<file path="src/rtl/writeback_store_stage.sv">
// Final pipeline stage: commits register results and performs stores through a dCache handshake.
// Optional retirement counter (retiredCountOut) is built when WB_RETIRE_COUNT_EN is defined.
module writeback_store_stage #(
  parameter int ADDR_W = 64,
  parameter int DATA_W = 64,
  parameter int REG_W  = 4
) (
  input  logic              clk,
  input  logic              reset,
  input  logic              validIn,
  input  logic [7:0]        opcodeIn,
  input  logic [REG_W-1:0]  destRegIn,
  input  logic              destRegValidIn,
  input  logic [DATA_W-1:0] destRegValueIn,
  input  logic              isMemoryAccessDestIn,
  input  logic [ADDR_W-1:0] memoryAddressDestIn,
  input  logic [DATA_W-1:0] storeDataIn,
  output logic              wbStallOut,
  output logic              regWrEnOut,
  output logic [REG_W-1:0]  regWrIdxOut,
  output logic [DATA_W-1:0] regWrDataOut,
  output logic              reqcyc,
  output logic [ADDR_W-1:0] req,
  output logic [DATA_W-1:0] reqdata,
  output logic [9:0]        reqtag,
  input  logic              reqack,
  input  logic              respcyc,
  output logic              respack
`ifdef WB_RETIRE_COUNT_EN
  ,
  output logic [63:0]       retiredCountOut
`endif
);

  // state | meaning
  // IDLE  | ready to accept; non-stores retire from here
  // REQ   | store request presented, waiting for reqack
  // RESP  | request accepted, waiting for respcyc
  // ACK   | one-cycle respack, deferred register write of the store
  typedef enum logic [1:0] {IDLE, REQ, RESP, ACK} state_t;

  state_t            state;
  logic              pendRegValid;
  logic [REG_W-1:0]  pendRegIdx;
  logic [DATA_W-1:0] pendRegData;

  assign wbStallOut = (state != IDLE);

  always_ff @(posedge clk or negedge reset) begin
    if (!reset) begin
      state        <= IDLE;
      regWrEnOut   <= 1'b0;
      regWrIdxOut  <= '0;
      regWrDataOut <= '0;
      reqcyc       <= 1'b0;
      req          <= '0;
      reqdata      <= '0;
      reqtag       <= '0;
      respack      <= 1'b0;
      pendRegValid <= 1'b0;
      pendRegIdx   <= '0;
      pendRegData  <= '0;
`ifdef WB_RETIRE_COUNT_EN
      retiredCountOut <= '0;
`endif
    end else begin
      regWrEnOut <= 1'b0;
      respack    <= 1'b0;
      case (state)
        IDLE: begin
          if (validIn) begin
            if (isMemoryAccessDestIn) begin
              // register result is held back until the store completes
              state        <= REQ;
              reqcyc       <= 1'b1;
              req          <= memoryAddressDestIn;
              reqdata      <= storeDataIn;
              reqtag       <= {2'b11, opcodeIn};
              pendRegValid <= destRegValidIn;
              pendRegIdx   <= destRegIn;
              pendRegData  <= destRegValueIn;
            end else begin
              regWrEnOut <= destRegValidIn;
              if (destRegValidIn) begin
                regWrIdxOut  <= destRegIn;
                regWrDataOut <= destRegValueIn;
              end
`ifdef WB_RETIRE_COUNT_EN
              retiredCountOut <= retiredCountOut + 64'd1;
`endif
            end
          end
        end
        REQ: begin
          if (reqack) begin
            reqcyc <= 1'b0;
            if (respcyc) begin
              state      <= ACK;
              respack    <= 1'b1;
              regWrEnOut <= pendRegValid;
              if (pendRegValid) begin
                regWrIdxOut  <= pendRegIdx;
                regWrDataOut <= pendRegData;
              end
`ifdef WB_RETIRE_COUNT_EN
              retiredCountOut <= retiredCountOut + 64'd1;
`endif
            end else begin
              state <= RESP;
            end
          end
        end
        RESP: begin
          if (respcyc) begin
            state      <= ACK;
            respack    <= 1'b1;
            regWrEnOut <= pendRegValid;
            if (pendRegValid) begin
              regWrIdxOut  <= pendRegIdx;
              regWrDataOut <= pendRegData;
            end
`ifdef WB_RETIRE_COUNT_EN
            retiredCountOut <= retiredCountOut + 64'd1;
`endif
          end
        end
        ACK: begin
          state        <= IDLE;
          pendRegValid <= 1'b0;
        end
        default: state <= IDLE;
      endcase
    end
  end

endmodule

</file>
<file path="config.mk">
export PLATFORM = sky130hd
export DESIGN_NAME = writeback_store_stage
export DESIGN_NICKNAME = d
export VERILOG_FILES = /design/src/rtl/writeback_store_stage.sv
export SDC_FILE = /design/constraint.sdc
export NUM_CORES = 1
export LEC_CHECK = 0
export CORE_ASPECT_RATIO = 1.1
export CORE_MARGIN = 10
export CORE_UTILIZATION = 45
export DETAILED_ROUTE_END_ITERATION = 16
export PLACE_DENSITY_LB_ADDON = 0.1
export RECOVER_POWER = 25
export SYNTH_ARGS = -nofsm -noshare
export SYNTH_HDL_FRONTEND = slang
export SYNTH_SLANG_ARGS = --single-unit
</file>
<file path="constraint.sdc">
create_clock -name clk -period 2.2 [get_ports clk]
set_input_delay 0.44 -clock clk [delete_from_list [all_inputs] [get_ports clk]]
set_output_delay 0.44 -clock clk [all_outputs]
set_load 0.02 [all_outputs]
</file>
## Word level (Yosys, flattened, before mapping)

Index checks and enable logic that the tools add are counted.
W data, S select, Z words.

| operators by class | value |
|---|---|
| equal/unequal tests | 9 |
| muxes and demuxes | 35 |
| reduce and logical (&&, ||, !) cells | 10 |

Operator list:

| cell | count |
|---|---|
| $mux W64 | 6 |
| $pmux W64 S3 | 1 |
| $mux W4 | 6 |
| $mux W1 | 12 |
| $ne A2 B2 Y1 const B | 6 |
| $pmux W4 S3 | 1 |
| $mux W2 | 4 |
| $pmux W2 S4 | 1 |
| $reduce_and A4 Y1 | 2 |
| $pmux W1 S2 | 3 |
| $reduce_and A3 Y1 | 2 |
| $reduce_bool A2 Y1 | 3 |
| $reduce_and A5 Y1 | 1 |
| $eq A2 B2 Y1 const B | 2 |
| $pmux W1 S3 | 1 |
| $reduce_bool A3 Y1 | 1 |
| $eq A2 B1 Y1 const B | 1 |
| $logic_not A2 Y1 | 1 |

| storage, ports and cells | value |
|---|---|
| bits in registers | 279 |
| input port bits | 211 |
| output and inout port bits | 210 |
| logic and storage cells | 66 |

## Depth between registers and ports, before layout

| logic depth | value |
|---|---|
| depth in word-level cells | 4 |
| depth in mapped cells | 8 |
| gate-level depth less buffers | 6 |

## Worst setup path after synthesis

Ideal clock, no wire load.

| path | value |
|---|---|
| path kind | register to register |
| start | register state[0] |
| end | register regWrDataOut[43] |
| library setup time | 125 ps |
| arrival time | 1948 ps |
| required time | 2075 ps |
| setup slack | 127 ps |
| cell stages (with the launch flop) | 7 |
| buffers on the path | 2 |
| clock period less this slack | 2073 ps |
| cell sequence | dfrtp_1 > inv_1 > ha_1 > clkbuf_1 > clkbuf_1 > mux2_2 > mux2_4 |

| between the ends | value |
|---|---|
| word-level cells in the longest chain between the ends | 3 |
| elaborated cells between the ends (all ways) | 10 |
| those cells by class | 6 x eq/ne; 1 x mux; 3 x reduce/logical |

RTL lines:

| item | line | text |
|---|---|---|
| start, declared | 42 | `state_t state;` |
| start signal, assigned | 51 | `state <= IDLE;` |
| start signal, assigned | 74 | `state <= REQ;` |
| start signal, assigned | 98 | `state <= ACK;` |
| $eq A2 B1 Y1 (tied with other cells) | 69 | `case (state)` |
| $ne A2 B2 Y1 (no source line) or $reduce_bool A3 Y1 (tied branches) | -- |  |
| $reduce_and A5 Y1 (no source line) | -- |  |
| end signal, assigned | 86 | `regWrDataOut <= destRegValueIn;` |
| end signal, assigned | 103 | `regWrDataOut <= pendRegData;` |
| end signal, assigned | 120 | `regWrDataOut <= pendRegData;` |
| end, declared | 21 | `output logic [DATA_W-1:0] regWrDataOut,` |

Parallel ways exist; a longest one is shown, timed or not.
A chain may end at the register's enable or synchronous reset.

## Worst setup path after layout

| path | value |
|---|---|
| start | register state[1] |
| end | output wbStallOut |

| between the ends | value |
|---|---|
| word-level cells in the longest chain between the ends | 1 |

RTL lines:

| item | line | text |
|---|---|---|
| $reduce_bool A2 Y1 | 47 | `assign wbStallOut = (state != IDLE);` |
| end, declared | 18 | `output logic wbStallOut,` |

No other way between the ends.

==> impl_metrics.csv <==
group,metric,value,unit
critical_path,worst-setup-path-type,"flop to output pin",
yosys,synth_top_cell_by_area,"sky130_fd_sc_hd__dfrtp_1",
yosys,synth_most_common_cell,"sky130_fd_sc_hd__mux2_2",
global_routing,maximum_number_of_pins_on_one_net_before_global_route_repair,48,
timing,fin_ws,0.124,ns
floorplanning,number_of_placement_rows,60,
timing,layout_min_cycle_time,2.08,ns
routing,drt_first_iter_violations,200,
pwr,leakagePower,7.48,nW
placed_design,place_area,16300,µm²
critical_path,worst_setup_path_start_kind,"flop",
critical_path,end_kind,"output pin",
clock_network,cts.htree.levels,1,
yosys,post_synth_instance_area,11400,µm²
cells_and_area,area.growth.synth_to_final,51.9,%
floorplanning,die_height,187,µm
cells_and_area,layout-drive-gt1-share,36.6,%
timing,hold_violations,0,
pwr,vdd.ir_drop.worst,0.845,mV
clock_network,clock-sinks,279,
timing,tightestPinTransition,1.38,ns
yosys,synthesis.area_per_instance,16.3,µm²
timing,fin_worst_skew,0.00900,ns
yosys,asyncSetResetFlopFracSynth,100,%
clock_network,clock_path_buffers,3,
global_routing,grt_most_used_layer,"met2",
timing,grt_setup_unrepaired,"no",
critical_path,worst_path_most_repeated_cell,"sky130_fd_sc_hd__inv_1",
floorplanning,design.die.area,32000,µm²
clock_network,cts_inserted_buffers,30,
critical_path,timing.critical_path.fanout_max,5,
pwr,report.power.total,28.3,mW
yosys,synthTopCellsByCount,"321 x sky130_fd_sc_hd__mux2_2, 279 x sky130_fd_sc_hd__dfrtp_1, 21 x sky130_fd_sc_hd__buf_2",
global_routing,grt_util_met3,8.79,%
critical_path,path_delay_family,"buffers and inverters",
routing,routedWlPerCell,22.5,µm
min_path,min_path_type,"flop to flop",
routing,drc_errors,0,
pwr,power_density,1640,nW/µm²
floorplanning,placeableCoreArea,24700,µm²
min_path,holdPathStages,1,
timing,maxSlewHeadroom,8.10,%
timing,max_clock_freq,0.482,GHz
timing,maxSlewViolCount,0,
global_routing,grt_pass1_vias,8210,
yosys,synth_warnings,0,
clock_network,cts_root_buffer,"sky130_fd_sc_hd__clkbuf_16",
clock_network,clock_insertion_delay_worst_skew,0.54,ns
routing,routed_via_density,5.06,
floorplanning,ioPinCount,421,
yosys,seq_area_frac_synth,61.4,%
placed_design,place_ws,0.0134,ns
global_routing,grt_overflow_total,0,
global_routing,grt_util_met2,34.9,%
global_routing,grt_first_pass_wirelength,50500,µm
critical_path,cpPeakStageDelay,0.43,ns
yosys,number_of_enable_type_register_cells_in_the_synthesized_netlist,0,
yosys,netlist_top_cells_area,"sky130_fd_sc_hd__dfrtp_1 61%, sky130_fd_sc_hd__mux2_2 32%, sky130_fd_sc_hd__mux2_4 2.6%",
routing,via_count,7531,
global_routing,grt.total_usage,20.3,%
yosys,synth_nets,917,
yosys,netlist_instances,699,
clock_network,tritoncts,"yes",
critical_path,worstPathCellList,"inv_1 -> ha_4 -> inv_1 -> clkdlybuf4s15_2",
run_status,run_status,"complete, no violations",
placed_design,count_of_input_and_output_buffers,420,
floorplanning,initial_utilization,46.0,%
critical_path,critical-path-slowest-cell,"sky130_fd_sc_hd__dfrtp_2",
critical_path,r2r.worst_path.cells,6,
clock_network,clk_pin_slew,0.06,ns
placed_design,dp_hpwl,25800,µm
routing,detail_route.first_pass.iterations,4,
yosys,yosysTopAreaCellShare,61.4,%
critical_path,worst-path-buf-inv,3,
global_routing,number_of_antenna_violations_at_the_first_check_in_global_routing,6,
critical_path,path_length_in_cells_of_the_critical_path,4,
yosys,postSynthRegisterBits,279,
routing,totalWireLength,33500,µm
global_routing,gr-usage-met1,21.7,%
critical_path,cp.arrival,1.64,ns
routing,antenna_left,0,
cells_and_area,fin_nets,1369,
critical_path,timing.critical_path.required,1.76,ns
timing,finalCritPeriodShare,94.4,%
job,cap_viol_max_count,0,
timing,final-setup-viol-count,0,
floorplanning,die_x,172,µm
cells_and_area,fillerInstances,1787,
timing,finalSetupTns,0,ns
yosys,synth_flop_cell,"sky130_fd_sc_hd__dfrtp_1",
placed_design,globalplace.congestion,0.814,
timing,holdWs,0.498,ns
yosys,synth.lib_cells_used.distinct,24,
cells_and_area,final_design_area_no_fill,17300,µm²
## logic make-up (layout without fill, tap and decap cells)
group	Yosys count	in the layout	share of synthesized area, %
AOI/OAI and AO/OA	13	13	0.792
adders and majority gates	7	7	0.770
buffers and inverters	45	520	1.91
DFF	279	279	61.4
muxes	341	341	34.4
other	0	5	0
and+or+nand+nor	14	14	0.671
## cell type report
cell class / instances / area (µm²) / share of cell area (%)
clock buffers: 50 / 917 / 5.31
clock inverters: 5 / 53.8 / 0.312
diodes: 5 / 12.5 / 0.0724
well taps: 310 / 388 / 2.25
repair buffers: 459 / 4700 / 27.2
flip-flops and latches: 279 / 6980 / 40.4
multi-input cells: 375 / 4190 / 24.3
inverters: 6 / 22.5 / 0.130
## report_power, final
group	internal, mW	total, mW	leakage [nW]	switching [mW]
clock	2.93	4.91	0.477	1.98
sequential	7.73	9.02	3.38	1.28
combinational	8.00	14.4	3.63	6.36
## routing by layer
layer / vias up / wire length (µm)
li1: 3397 / -
met1: 3807 / 11800
met2: 278 / 17200
met3: 47 / 3660
met4: 2 / 805
met5: - / 13
## sequential cells by signal, indices dropped and copies added, names as in the netlist
signal and cells:
pendRegData 64, pendRegIdx 4, pendRegValid 1, regWrDataOut 64, regWrEnOut 1, regWrIdxOut 4
req 64, reqcyc 1, reqdata 64, reqtag 9, respack 1, state 2
## cells in the final DEF, fill, tap and decap left out, types with 4 or more instances in the layout
| cell type | count |
|---|---|
| sky130_fd_sc_hd__mux2_2 | 321 |
| sky130_fd_sc_hd__nand2_1 | 5 |
| sky130_fd_sc_hd__clkbuf_16 | 31 |
| sky130_fd_sc_hd__inv_1 | 5 |
| sky130_fd_sc_hd__clkdlybuf4s50_1 | 418 |
| sky130_fd_sc_hd__clkbuf_8 | 7 |
| sky130_fd_sc_hd__buf_12 | 16 |
| sky130_fd_sc_hd__nand2b_1 | 4 |
| sky130_fd_sc_hd__diode_2 | 5 |
| sky130_fd_sc_hd__clkbuf_1 | 12 |
| sky130_fd_sc_hd__ha_1 | 6 |
| sky130_fd_sc_hd__o21ai_0 | 4 |
| sky130_fd_sc_hd__dfrtp_1 | 277 |
| sky130_fd_sc_hd__buf_4 | 21 |
| sky130_fd_sc_hd__mux2_4 | 20 |
## per-stage QoR
stage / instances / util [%]
2_1_floorplan: 699 / -
3_3_place_gp: 1428 / 66.0
3_5_place_dp: 1428 / 66.0
4_1_cts: 1484 / 69.9
5_1_grt: 1489 / 69.9
6_report: 1489 / 69.9
## final timing paths
| path | slack, ns | end | from |
|---|---|---|---|
| worst max-delay path | 0.12 | wbStallOut | state[1] |
| worst min-delay path | 0.50 | pendRegData[2] | pendRegData[2] |
| worst max register to register | 0.19 | regWrDataOut[21] | state[1] |
| worst min register to register | 0.50 | pendRegData[2] | pendRegData[2] |
| max in group asynchronous | 0.39 | pendRegData[61] | reset |
| min in group asynchronous | 0.76 | pendRegData[43] | reset |
## timing repair
item                                   in CTS  in global routing
endpoints found under the hold margin      39                  0
resized for setup                           3                  3
setup endpoints to repair                   1                 11
hold buffers                                1                  0
setup buffers                               0                  0
Power figures use the tool's default switching activity.
==> variant 1, RTL diff (same settings) <==
The option `WB_RETIRE_COUNT_EN` is turned on by a define.
--- a/src/rtl/writeback_store_stage.sv
+++ b/src/rtl/writeback_store_stage.sv
@@ -1,5 +1,7 @@
 // Final pipeline stage: commits register results and performs stores through a dCache handshake.
 // Optional retirement counter (retiredCountOut) is built when WB_RETIRE_COUNT_EN is defined.
+`define WB_RETIRE_COUNT_EN
+
 module writeback_store_stage #(
   parameter int ADDR_W = 64,
   parameter int DATA_W = 64,
Formal check against the unedited RTL (old outputs only; new: retiredCountOut): equivalent (Yosys induction, for registers that start in step).
==> variant 1 against the original RTL <==
Count of clock-buffer cells in the layout is 5 higher; final cell count is 66% higher; global-route usage grew 3.2 points; worst setup slack worse by 0.14 ns; sequential share of layout area decreased by 0.41 points; first-iteration DRC count rose to 3.7 times the old value; cell area increased by 24%; wire length rose by 43%; hold slack lost 0.055 ns; area after synthesis increased by 25%; power up 7.7%; the flow now finishes with violations (setup timing); sequential cell count rose by 64; largest power group unchanged.
==> variant 1: results (changes against the original RTL) <==
| Metric | Value |
|---|---|
| Status | finished, violations left |
| Failing checks | setup timing |
| Max VDD drop | 1064 uV (+26%) |
| Hold path endpoint | req[18] |
| DRT iter0 DRCs | 735 (+270%) |
| WL per Instance | 19.41 um (-14%) |
| Placed Instances | 2392 (+68%) |
| Synth Area in XOR/XNOR | 3.884% (+3.9 points) |
| Area contributors post-synth | dfrtp_1 60%, nand2_1 19%, mux2i_1 4.9% |
| GPL Wtd Cong | 0.8776 (+7.8%) |
| First-pass GRT wire length | 72680 um (+44%) |
| Cells after synthesis | 1507 (+120%) |
| Clk_skew | 0.01982 ns (+0.01082 ns) |
| Data arrival time of the worst path | 2.63 ns (+0.99 ns) |
| Setup TNS Final | -0.05091 ns (-0.05091 ns) |
| Post-Route WL | 47950 um (+43%) |
| Met2 WL | 23470 um (+36%) |
| Clk_lat worst skew | 0.52 ns (-0.02 ns) |
| Hpwl dp | 35710 um (+38%) |
| Vias per cell | 5.016 (-0.82%) |
| Layout cells sized above 1 | 7.523% (-29 points) |
| Filler Cells Inserted | 2536 (+42%) |
| Gr usage total | 23.48% (+3.2 points) |
| CTS buffer count | 37 (+23%) |
| Crit Path Max Fanout | 7 (+2) |
| Seq/Total Area, Yosys | 60.42% (-0.99 points) |
| # H-tree levels | 2 (+1) |
| Hold Path Cell Cnt | 3 (+2) |
| HP Start | memoryAddressDestIn[18] |
| R2r endpoint | retiredCountOut[31] |
| Leak | 0.01032 uW (+38%) |
| Routed metal-1 wirelength | 18220 um (+54%) |
| Final setup vio count | 4 (+4) |
| Post-Syn Nets | 1724 (+88%) |
| Routed wl met3 | 4611 um (+26%) |
| Vias in the first global route | 12530 (+53%) |
| Worst Reg-to-Reg Cells | 8 (+2) |
| Crit Reg-Reg Startpoint | state[0] |
| Final WS setup | -0.01748 ns (-0.1414 ns) |
| Netlist cell types | 43 (+79%) |
| Fin nets | 2239 (+64%) |
variant 1: cell count changes after synthesis, moves of 36 or more:
cell,delta
mux2i_1,+69
mux2_2,-320
nand2_1,+705
dfrtp_1,+64
clkbuf_1,+52
xor2_1,+36
o21ai_0,+66
variant 1: worst max-delay path by stage:
stage	startpoint	cells past startpoint	end
after CTS	state[0]	5	wbStallOut
after floorplan	state[0]	9	retiredCountOut[45]
after global placement	reqack	7	retiredCountOut[37]
after global routing	state[0]	10	retiredCountOut[42]
final	state[0]	8	retiredCountOut[31]
after detailed placement	reqack	7	retiredCountOut[37]
variant 1: critical path, stage by stage (launching register included):
cell,delay (ns)
dfrtp_1,0.42
inv_2,0.10
ha_4,0.22
nor2b_2,0.18
a2111o_1,0.37
nor4_4,0.32
clkbuf_16,0.24
nand4_1,0.11
xnor2_1,0.14
variant 1: cell families (layout without fill, tap and decap cells):
family                     after synthesis  after routing
adders and majority gates                6              6
muxes                                   70             70
xor gates and xnor gates                63             63
DFF                                    343            343
other                                    0              3
buffers and inverters                   87            627
and+or+nand+nor                        856            856
AOI/OAI and AO/OA                       82             82
variant 1: area by class of cell:
cell class,count,area share (%)
flip-flops and latches,343,40.03
repair buffers,553,26.43
multi-input cells,1077,25.29
clock buffers,55,5.251
well taps,420,2.451
clock inverters,9,0.3443
inverters,10,0.1750
diodes,3,0.03501
variant 1: power by group:
| part | switching [uW] | leakage, uW | internal (uW) |
|---|---|---|---|
| Sequential | 1400 | 0.00437 | 8940 |
| Clock | 2440 | 0.000600 | 3650 |
| Combinational | 7710 | 0.00535 | 6350 |
variant 1: stage by stage:
step | hold slack (ns) | area (sq um) | power, uW | setup slack, ns
2_1_floorplan | 0.1444 | 14230 | 17630 | 0.01619
3_3_place_gp | 0.3899 | 20030 | 24070 | -0.1912
3_5_place_dp | 0.3881 | 20030 | 24480 | -0.1888
4_1_cts | 0.4280 | 21240 | 30720 | 0.02003
5_1_grt | 0.4403 | 21440 | 32490 | -0.08723
6_report | 0.4434 | 21440 | 30480 | -0.01748
variant 1: timing repair:
action                                  CTS  global route
hold endpoints to repair                 36             0
resized for setup                         0            21
setup buffers                             0             7
hold buffers                              1             0
endpoints found under the setup margin    0            45
variant 1: routing by layer:
layer,vias to the layer above,track usage [%]
met3,89,8.657
li1,5881,-
met2,464,39.57
met5,-,0
met4,6,8.452
met1,5950,26.94
==> variant 2, RTL diff (same flow settings) <==
Without the edit above. Re-encode `state_t` (4 states) as Gray code, 2 bits wide.
--- a/src/rtl/writeback_store_stage.sv
+++ b/src/rtl/writeback_store_stage.sv
@@ -37,7 +37,7 @@
   // REQ   | store request presented, waiting for reqack
   // RESP  | request accepted, waiting for respcyc
   // ACK   | one-cycle respack, deferred register write of the store
-  typedef enum logic [1:0] {IDLE, REQ, RESP, ACK} state_t;
+  typedef enum logic [1:0] {IDLE = 2'b00, REQ = 2'b01, RESP = 2'b11, ACK = 2'b10} state_t;
 
   state_t            state;
   logic              pendRegValid;
Behaviour: no difference found for any inputs over 4 cycles, from zero or initial values and one cycle with reset low; so few cycles prove little.
==> variant 2 against the original RTL <==
The run now ends with capacitance limit, slew limit left; cell area fell by 1.4%; non-clock buffer count is 4 lower; critical path depth is 2 lower; worst setup slack got worse by 0.034 ns; final cell count down 2.3%; area after synthesis fell by 0.81%; wire length is 4.2% lower; sequential cell count stayed put; power down 11%.
==> variant 2: results (changes against the original RTL) <==
| Metric | Value |
|---|---|
| Routing usage on met1 | 20.26% (-1.4 points) |
| Hpwl dp | 24840 um (-3.7%) |
| Initial antenna violation count | 5 (-1) |
| Status | finished, violations left |
| Crit Reg-Reg Startpoint | state[0] |
| Net Switching | 8375 uW (-13%) |
| Max VDD drop | 895.4 uV (+5.9%) |
| CP peak stage delay | 0.49 ns (+0.06 ns) |
| Power Density | 1475 nW/um^2 (-9.9%) |
| Grt met3 use | 10.00% (+1.2 points) |
| Most frequent cells after synthesis | 279 x dfrtp_1, 193 x mux2_2, 147 x mux2_1, 18 x buf_6 |
| Fin nets | 1334 (-2.6%) |
| WL per Instance | 22.03 um (-2.0%) |
| DRT iter0 DRCs | 261 (+31%) |
| HP Start | pendRegData[39] |
| Maxcap violations | 1 (+1) |
| Crit Path Max Fanout | 4 (-1) |
| Vias in the first global route | 8020 (-2.3%) |
| Largest net degree at the start of global routing | 58 (+21%) |
| Failing checks | capacitance limit, slew limit |
| Routed wl met3 | 4035 um (+10%) |
| Max Transition Viols Final | 55 (+55) |
| Post-Syn Nets | 887 (-3.3%) |
| Clock Power Share | 19.7% (+2.3 points) |
| Area contributors post-synth | dfrtp_1 62%, mux2_2 19%, mux2_1 15% |
==> variant 2: kinds of logic (layout without fill, tap and decap cells) <==
logic type             count (synthesis)  in the layout  share of synthesized area, %
buffers and inverters                 40            506                         2.841
multiplexers                         340            340                         33.95
AO/OA/AOI/OAI                         10             10                        0.7768
flip-flops                           279            279                         61.92
other                                  0              3                             0
AND/OR/NAND/NOR                        7              7                        0.5106
==> variant 2: critical path, delay by kind of cell (launching register included) <==
| family | cells | cell delay, ns |
|---|---|---|
| DFF | 1 | 0.49 |
| buffers and inverters | 1 | 0.35 |
| and+or+nand+nor | 1 | 0.30 |
==> variant 2: worst paths after layout <==
kind                                         to  slack (ns)  cells past startpoint
worst min register to register  pendRegData[39]        0.48                      1
min in group asynchronous             reqtag[1]        0.84                      2
worst max-delay path                 wbStallOut        0.09                      2
worst min-delay path            pendRegData[39]        0.48                      1
worst max register to register      reqdata[31]        0.39                      5
max in group asynchronous       regWrDataOut[1]        0.33                      3
==> variant 2: metrics by stage <==
stage / utilization (%) / hold slack, ns / area (sq um) / cells
final: 69.38 / 0.4804 / 17030 / 1455
after detailed placement: 65.44 / 0.4150 / 16070 / 1401
after global routing: 69.37 / 0.4891 / 17030 / 1454
after global placement: 65.44 / 0.4099 / 16070 / 1401
after floorplan: - / 0.1444 / 11280 / 676
after CTS: 69.43 / 0.4500 / 17050 / 1452
==> variant 2: final cells by class <==
cell class	instances	area share [%]
Multi-Input combinational cell	357	23.35
Inverter	1	0.02204
Clock inverter	7	0.6465
Antenna cell	3	0.04408
Sequential cell	279	41.02
Clock buffer	43	5.040
Timing Repair Buffer	455	27.61
Tap cell	310	2.277
==> variant 2: what timing repair did <==
action / 4_1_cts / 5_1_grt
hold endpoints to repair: 48 / 0
resized for setup: 2 / 0
endpoints found under the setup margin: 1 / 0
hold buffers: 1 / 0
